**config.mk**
```make
export PLATFORM = sky130hd
export DESIGN_NAME = encap_mem_pio_arb
export DESIGN_NICKNAME = d
export VERILOG_FILES = /design/src/rtl/encap_mem_pio_arb.sv
export SDC_FILE = /design/constraint.sdc
export NUM_CORES = 1
export LEC_CHECK = 0
export ABC_CLOCK_PERIOD_IN_PS = 3660
export BUFFER_PORTS_ARGS = -buffer_cell sky130_fd_sc_hd__buf_2
export CAP_MARGIN = 10
export CORE_ASPECT_RATIO = 1.2
export CORE_MARGIN = 3
export CORE_UTILIZATION = 46
export DETAILED_ROUTE_END_ITERATION = 6
export PLACE_DENSITY = 0.85
export SLEW_MARGIN = 30
export SYNTH_ARGS = -nofsm -noshare
export SYNTH_HDL_FRONTEND = slang
export SYNTH_SLANG_ARGS = --single-unit
```
**constraint.sdc**
```tcl
create_clock -name clk -period 3.66 [get_ports clk]
set_input_delay 0.732 -clock clk [delete_from_list [all_inputs] [get_ports clk]]
set_output_delay 0.732 -clock clk [all_outputs]
set_load 0.01 [all_outputs]
```
**src/rtl/encap_mem_pio_arb.sv**
```systemverilog
// PIO/lookup arbiter in front of one single-port, 1-cycle-latency encap lookup RAM.
// Optional even-parity storage and checking is enabled by defining ENCAP_MEM_PARITY_EN.
module encap_mem_pio_arb #(
  parameter int unsigned ADDR_NBITS = 10,
  parameter int unsigned DATA_NBITS = 32,
  parameter int unsigned STARVE_MAX = 4
) (
  input  logic                  clk,
  input  logic                  rst,
  input  logic                  clk_div,
  input  logic                  reg_ms,
  input  logic                  reg_rd,
  input  logic                  reg_wr,
  input  logic [DATA_NBITS-1:0] reg_addr,
  input  logic [DATA_NBITS-1:0] reg_din,
  output logic                  mem_ack,
  output logic [DATA_NBITS-1:0] mem_rdata,
  input  logic                  lookup_req,
  input  logic [ADDR_NBITS-1:0] lookup_addr,
  output logic                  lookup_ready,
  output logic                  lookup_rvalid,
  output logic [DATA_NBITS-1:0] lookup_rdata,
  output logic                  ram_en,
  output logic                  ram_wr,
  output logic [ADDR_NBITS-1:0] ram_addr,
`ifdef ENCAP_MEM_PARITY_EN
  output logic [DATA_NBITS:0]   ram_wdata,
  input  logic [DATA_NBITS:0]   ram_rdata,
  output logic                  lookup_perr,
  output logic                  parity_err
`else
  output logic [DATA_NBITS-1:0] ram_wdata,
  input  logic [DATA_NBITS-1:0] ram_rdata
`endif
);

  typedef enum logic [1:0] {StIdle, StWait, StRd, StAck} state_e;

  localparam logic [7:0] StarveMax = 8'(STARVE_MAX);

  state_e                r_state, w_state_next;
  logic [7:0]            r_starve_cnt, w_starve_next;
  logic                  r_is_rd;
  logic [ADDR_NBITS-1:0] r_addr;
  logic [DATA_NBITS-1:0] r_wdata;
  logic [DATA_NBITS-1:0] r_mem_rdata;
  logic                  r_lookup_rvalid;
  logic                  w_pio_grant;
  logic                  w_pio_go;
  logic                  w_lookup_acc;
  logic                  w_pio_start;
  logic                  w_unused_addr;

  assign w_unused_addr = ^reg_addr[DATA_NBITS-1:ADDR_NBITS];

  assign w_pio_start  = reg_ms & (reg_rd | reg_wr);
  assign w_pio_grant  = ~lookup_req | (r_starve_cnt == StarveMax);
  assign lookup_ready = ~((r_state == StWait) & w_pio_grant);
  // A grant coinciding with reset is dropped so an aborted write never reaches the RAM.
  assign w_pio_go     = (r_state == StWait) & w_pio_grant & ~rst;
  assign w_lookup_acc = lookup_req & lookup_ready;

  assign ram_en   = w_pio_go | w_lookup_acc;
  assign ram_wr   = w_pio_go & ~r_is_rd;
  assign ram_addr = w_pio_go ? r_addr : lookup_addr;
`ifdef ENCAP_MEM_PARITY_EN
  assign ram_wdata = {^r_wdata, r_wdata};
`else
  assign ram_wdata = r_wdata;
`endif

  assign mem_ack       = (r_state == StAck);
  assign mem_rdata     = r_mem_rdata;
  assign lookup_rvalid = r_lookup_rvalid;
  assign lookup_rdata  = ram_rdata[DATA_NBITS-1:0];

  always_comb begin
    w_state_next  = r_state;
    w_starve_next = r_starve_cnt;
    unique case (r_state)
      StIdle: if (w_pio_start) w_state_next = StWait;
      StWait: begin
        if (w_pio_grant) begin
          w_starve_next = 8'd0;
          w_state_next  = r_is_rd ? StRd : StAck;
        end else begin
          w_starve_next = r_starve_cnt + 8'd1;
        end
      end
      StRd:   w_state_next = StAck;
      StAck:  if (clk_div) w_state_next = StIdle;
      default: w_state_next = StIdle;
    endcase
  end

  always_ff @(posedge clk) begin
    if (rst) begin
      r_state         <= StIdle;
      r_starve_cnt    <= 8'd0;
      r_is_rd         <= 1'b0;
      r_addr          <= '0;
      r_wdata         <= '0;
      r_mem_rdata     <= '0;
      r_lookup_rvalid <= 1'b0;
    end else begin
      r_state         <= w_state_next;
      r_starve_cnt    <= w_starve_next;
      r_lookup_rvalid <= w_lookup_acc;
      if ((r_state == StIdle) && w_pio_start) begin
        r_is_rd <= reg_rd;
        r_addr  <= reg_addr[ADDR_NBITS-1:0];
        r_wdata <= reg_din;
      end
      if (r_state == StRd) r_mem_rdata <= ram_rdata[DATA_NBITS-1:0];
    end
  end

`ifdef ENCAP_MEM_PARITY_EN
  logic r_parity_err;

  assign parity_err  = r_parity_err;
  assign lookup_perr = r_lookup_rvalid & (^ram_rdata);

  always_ff @(posedge clk) begin
    if (rst) begin
      r_parity_err <= 1'b0;
    end else if (w_pio_go & ~r_is_rd) begin
      r_parity_err <= 1'b0;
    end else if ((r_state == StRd) & (^ram_rdata)) begin
      r_parity_err <= 1'b1;
    end
  end
`endif

endmodule

```
==> flow_summary_export.csv <==
group,metric,value,unit
critical_path,cp_cell_sequence,"inv_1, ha_1, or4b_4, o21ai_2, nand3b_2, mux2_4, buf_2",
routing,post-route-drc-count,0,
run,maxCapViolCount,0,
timing,clock_skew,11.5,ps
critical_path,cp-start-kind,"flip-flop",
place,port-buffer-count,201,
timing,grt_setup_unrepaired,"no",
timing,min_period_over_period,89.6,%
cts,ctsRootBufferMaster,"clkbuf_8",
timing,fin_crit,3280,ps
power,powerDensity,629,nW/um^2
critical_path,max_stage_delay,470,ps
routing,drt-initial-drc-count,94,
timing,slew_violations,0,
final_layout,drive_gt1_share,41.2,%
floorplan,dieArea,8970,sq um
timing,slew_headroom,35.7,%
timing,fmax,305,MHz
critical_path,path_buf_inv,2,
grt,grt_pass1_vias,2917,
cts,htreeDepth,3,
critical_path,crit_family,"simple AND/OR/NAND/NOR gates",
cts,cts.repair.resized,0,
grt,antenna_found_initial,0,
final_layout,fin_util,62.6,%
critical_path,crit_path_top_delay_cell,"or4b_4",
yosys,synth_area,3620,sq um
cts,cts_tree,"yes",
critical_path,crit_fanout,12,
routing,via_per_inst,4.90,
cts,cts.sinks,86,
cts,cts_made_buffers,9,
cts,postCtsSetupBuffers,0,
routing,final_antenna_net_count,0,
timing,setup-tns-final,0,ps
floorplan,coreArea,7440,sq um
routing,detail_route.wl_per_cell,13.3,um
floorplan,num_io_pins,224,
grt,grtUsageTotal,18.6,%
place,dp_hpwl,6620,um
yosys,synth_fp_nets,530,
final_layout,fillCellCount,651,
critical_path,cp_data_arrival_time,2550,ps
routing,wl,8800,um
critical_path,r2r_setup_slack,1670,ps
critical_path,regToRegEndpoint,"r_addr[4]",
min_path,holdPathEnd,"ram_wdata[17]",
final_layout,antenna_cells,0,
cts,ctsLongestPathBuffers,2,
place,place_congestion,0.726,
cts,insertion_delay,340,ps
min_path,hp-start,"ram_wdata[17]",
floorplan,start_util,48.6,%
floorplan,die_y,103,um
yosys,synth_cells,410,
timing,hold_viol,0,
routing,num_vias,3235,
timing,setup_violations,0,
status,status,"finished, final reports clean",
final_layout,syn_to_final_growth,28.7,%
power,p_leak,2.23,nW
yosys,ys_seq_area_share,47.6,%
yosys,yosysWarnings,0,
critical_path,end_kind,"output port",
timing,worst_slew_pin_slew,964,ps
critical_path,r2r_cells,7,
floorplan,row_count,34,
min_path,min_path_type,"flip-flop to flip-flop",
cts,path_clk_slew,80,ps
critical_path,worstPathRequired,2930,ps
grt,grt_max_degree,88,
routing,first_pass_iters,4,
power,ir_worst_vdd,0.419,mV
min_path,hold_path_depth,2,
cts,ctsHoldBuffers,0,
floorplan,die-width,87.0,um
final_layout,nNetsFinal,686,
grt,grt_pass1_wl,13200,um
critical_path,worst-setup-path-type,"flip-flop to output port",
critical_path,r2r-start,"r_state[0]",
grt,grt.overflow.total,0,
yosys,ys_types,33,
yosys,ys_ff_latch,86,
yosys,syn_area_per_cell,8.83,sq um
## stage by stage
stage | power [mW] | area (sq um) | hold WS (ps) | setup slack, ps | instances
3_5_place_dp | 2.13 | 4410 | 446 | 735 | 645
5_1_grt | 3.12 | 4660 | 478 | 237 | 660
3_3_place_gp | 2.09 | 4410 | 439 | 800 | 645
2_1_floorplan | 1.84 | 3620 | 434 | 1210 | 410
4_1_cts | 2.97 | 4660 | 458 | 329 | 660
6_report | 2.93 | 4660 | 455 | 381 | 660
## flip-flops by register name (all words and copies together), names as in the netlist
signal         flops
ram_wdata         32
mem_rdata         32
r_starve_cnt       8
lookup_rvalid      1
r_addr            10
r_state            2
r_is_rd            1
## logic make-up after synthesis
| family | share of synthesized area [%] |
|---|---|
| buffers and inverters | 10.6 |
| AND/OR/NAND/NOR | 17.0 |
| AO/OA/AOI/OAI | 7.78 |
| flip-flops | 47.6 |
| multiplexers | 13.1 |
| XOR/XNOR | 1.45 |
| adder cells (fa/ha/maj) | 2.42 |
## layout make-up
class	count	area, sq um	share of cell area [%]
flip-flops and latches	86	1720	37.0
multi-input cells	257	1520	32.6
repair buffers	203	1020	21.9
clock buffers	11	131	2.82
clock inverters	4	120	2.58
well taps	90	113	2.42
inverters	9	33.8	0.725
## layout by cell type (no fill, tap or decap), types with 2 or more instances in the layout
cell / count
buf_2: 201
nand2_1: 90
dfxtp_1: 86
a21oi_1: 44
nor2_1: 36
mux2i_1: 32
inv_1: 9
clkbuf_8: 9
mux2_4: 8
nor3_1: 8
ha_1: 6
bufinv_16: 4
mux2_2: 3
nand4_1: 3
xnor2_1: 3
xor2_1: 3
o21ai_0: 2
or2_2: 2
a211oi_1: 2
nor2b_1: 2
clkbuf_1: 2
buf_4: 2
## tightest hold or removal path, delay by kind of cell (launching register included)
kind / cells / cell delay, ps
AOI/OAI and AO/OA: 1 / 50
DFF: 1 / 310
and+or+nand+nor: 1 / 50
## cell usage after synthesis
cell type	number	area [sq um]
a211oi_1	2	15.0
a21oi_1	44	220
a31oi_1	1	6.26
and2_1	1	6.26
and2_2	1	7.51
buf_1	3	11.3
buf_2	4	20.0
buf_4	32	240
buf_6	1	11.3
clkbuf_1	18	67.6
dfxtp_1	86	1720
ha_1	7	87.6
inv_1	9	33.8
mux2_2	3	33.8
mux2_4	8	120
mux2i_1	32	320
nand2_1	90	338
nand3b_2	1	11.3
nand4_1	3	18.8
nand4b_1	1	8.76
nor2_1	37	139
nor2b_1	2	12.5
nor3_1	8	40.0
o211ai_1	1	7.51
o21ai_0	2	10.0
o21ai_2	1	8.76
o22ai_1	1	6.26
o31ai_1	1	7.51
or2_2	2	12.5
or3b_1	1	8.76
or4b_4	1	13.8
xnor2_1	3	26.3
xor2_1	3	26.3
## worst max-delay path by stage
stage / slack, ps / cells past startpoint / from / endpoint
final: 380 / 7 / r_starve_cnt[0] / ram_addr[3]
after global routing: 240 / 7 / r_starve_cnt[0] / ram_addr[3]
after CTS: 330 / 7 / r_starve_cnt[0] / ram_addr[3]
after detailed placement: 730 / 7 / r_starve_cnt[0] / ram_addr[3]
after global placement: 800 / 7 / r_starve_cnt[0] / ram_addr[3]
after floorplan: 1210 / 7 / r_starve_cnt[0] / ram_addr[1]
## power by group
group	internal (mW)	switching, mW
Combinational	0.398	0.520
Clock	0.520	0.313
Sequential	1.10	0.0814
## routing by layer
metal  global-route usage [%]  part of all wire (%)  vias to the layer above
met4                     9.83                   2.4                        0
met5                        0                     0                        -
met1                     20.3                    38                     1457
li1                         -                     -                     1614
met2                     33.2                    51                      146
met3                     4.48                   8.6                       18
(Power assumes the default switching activity.)
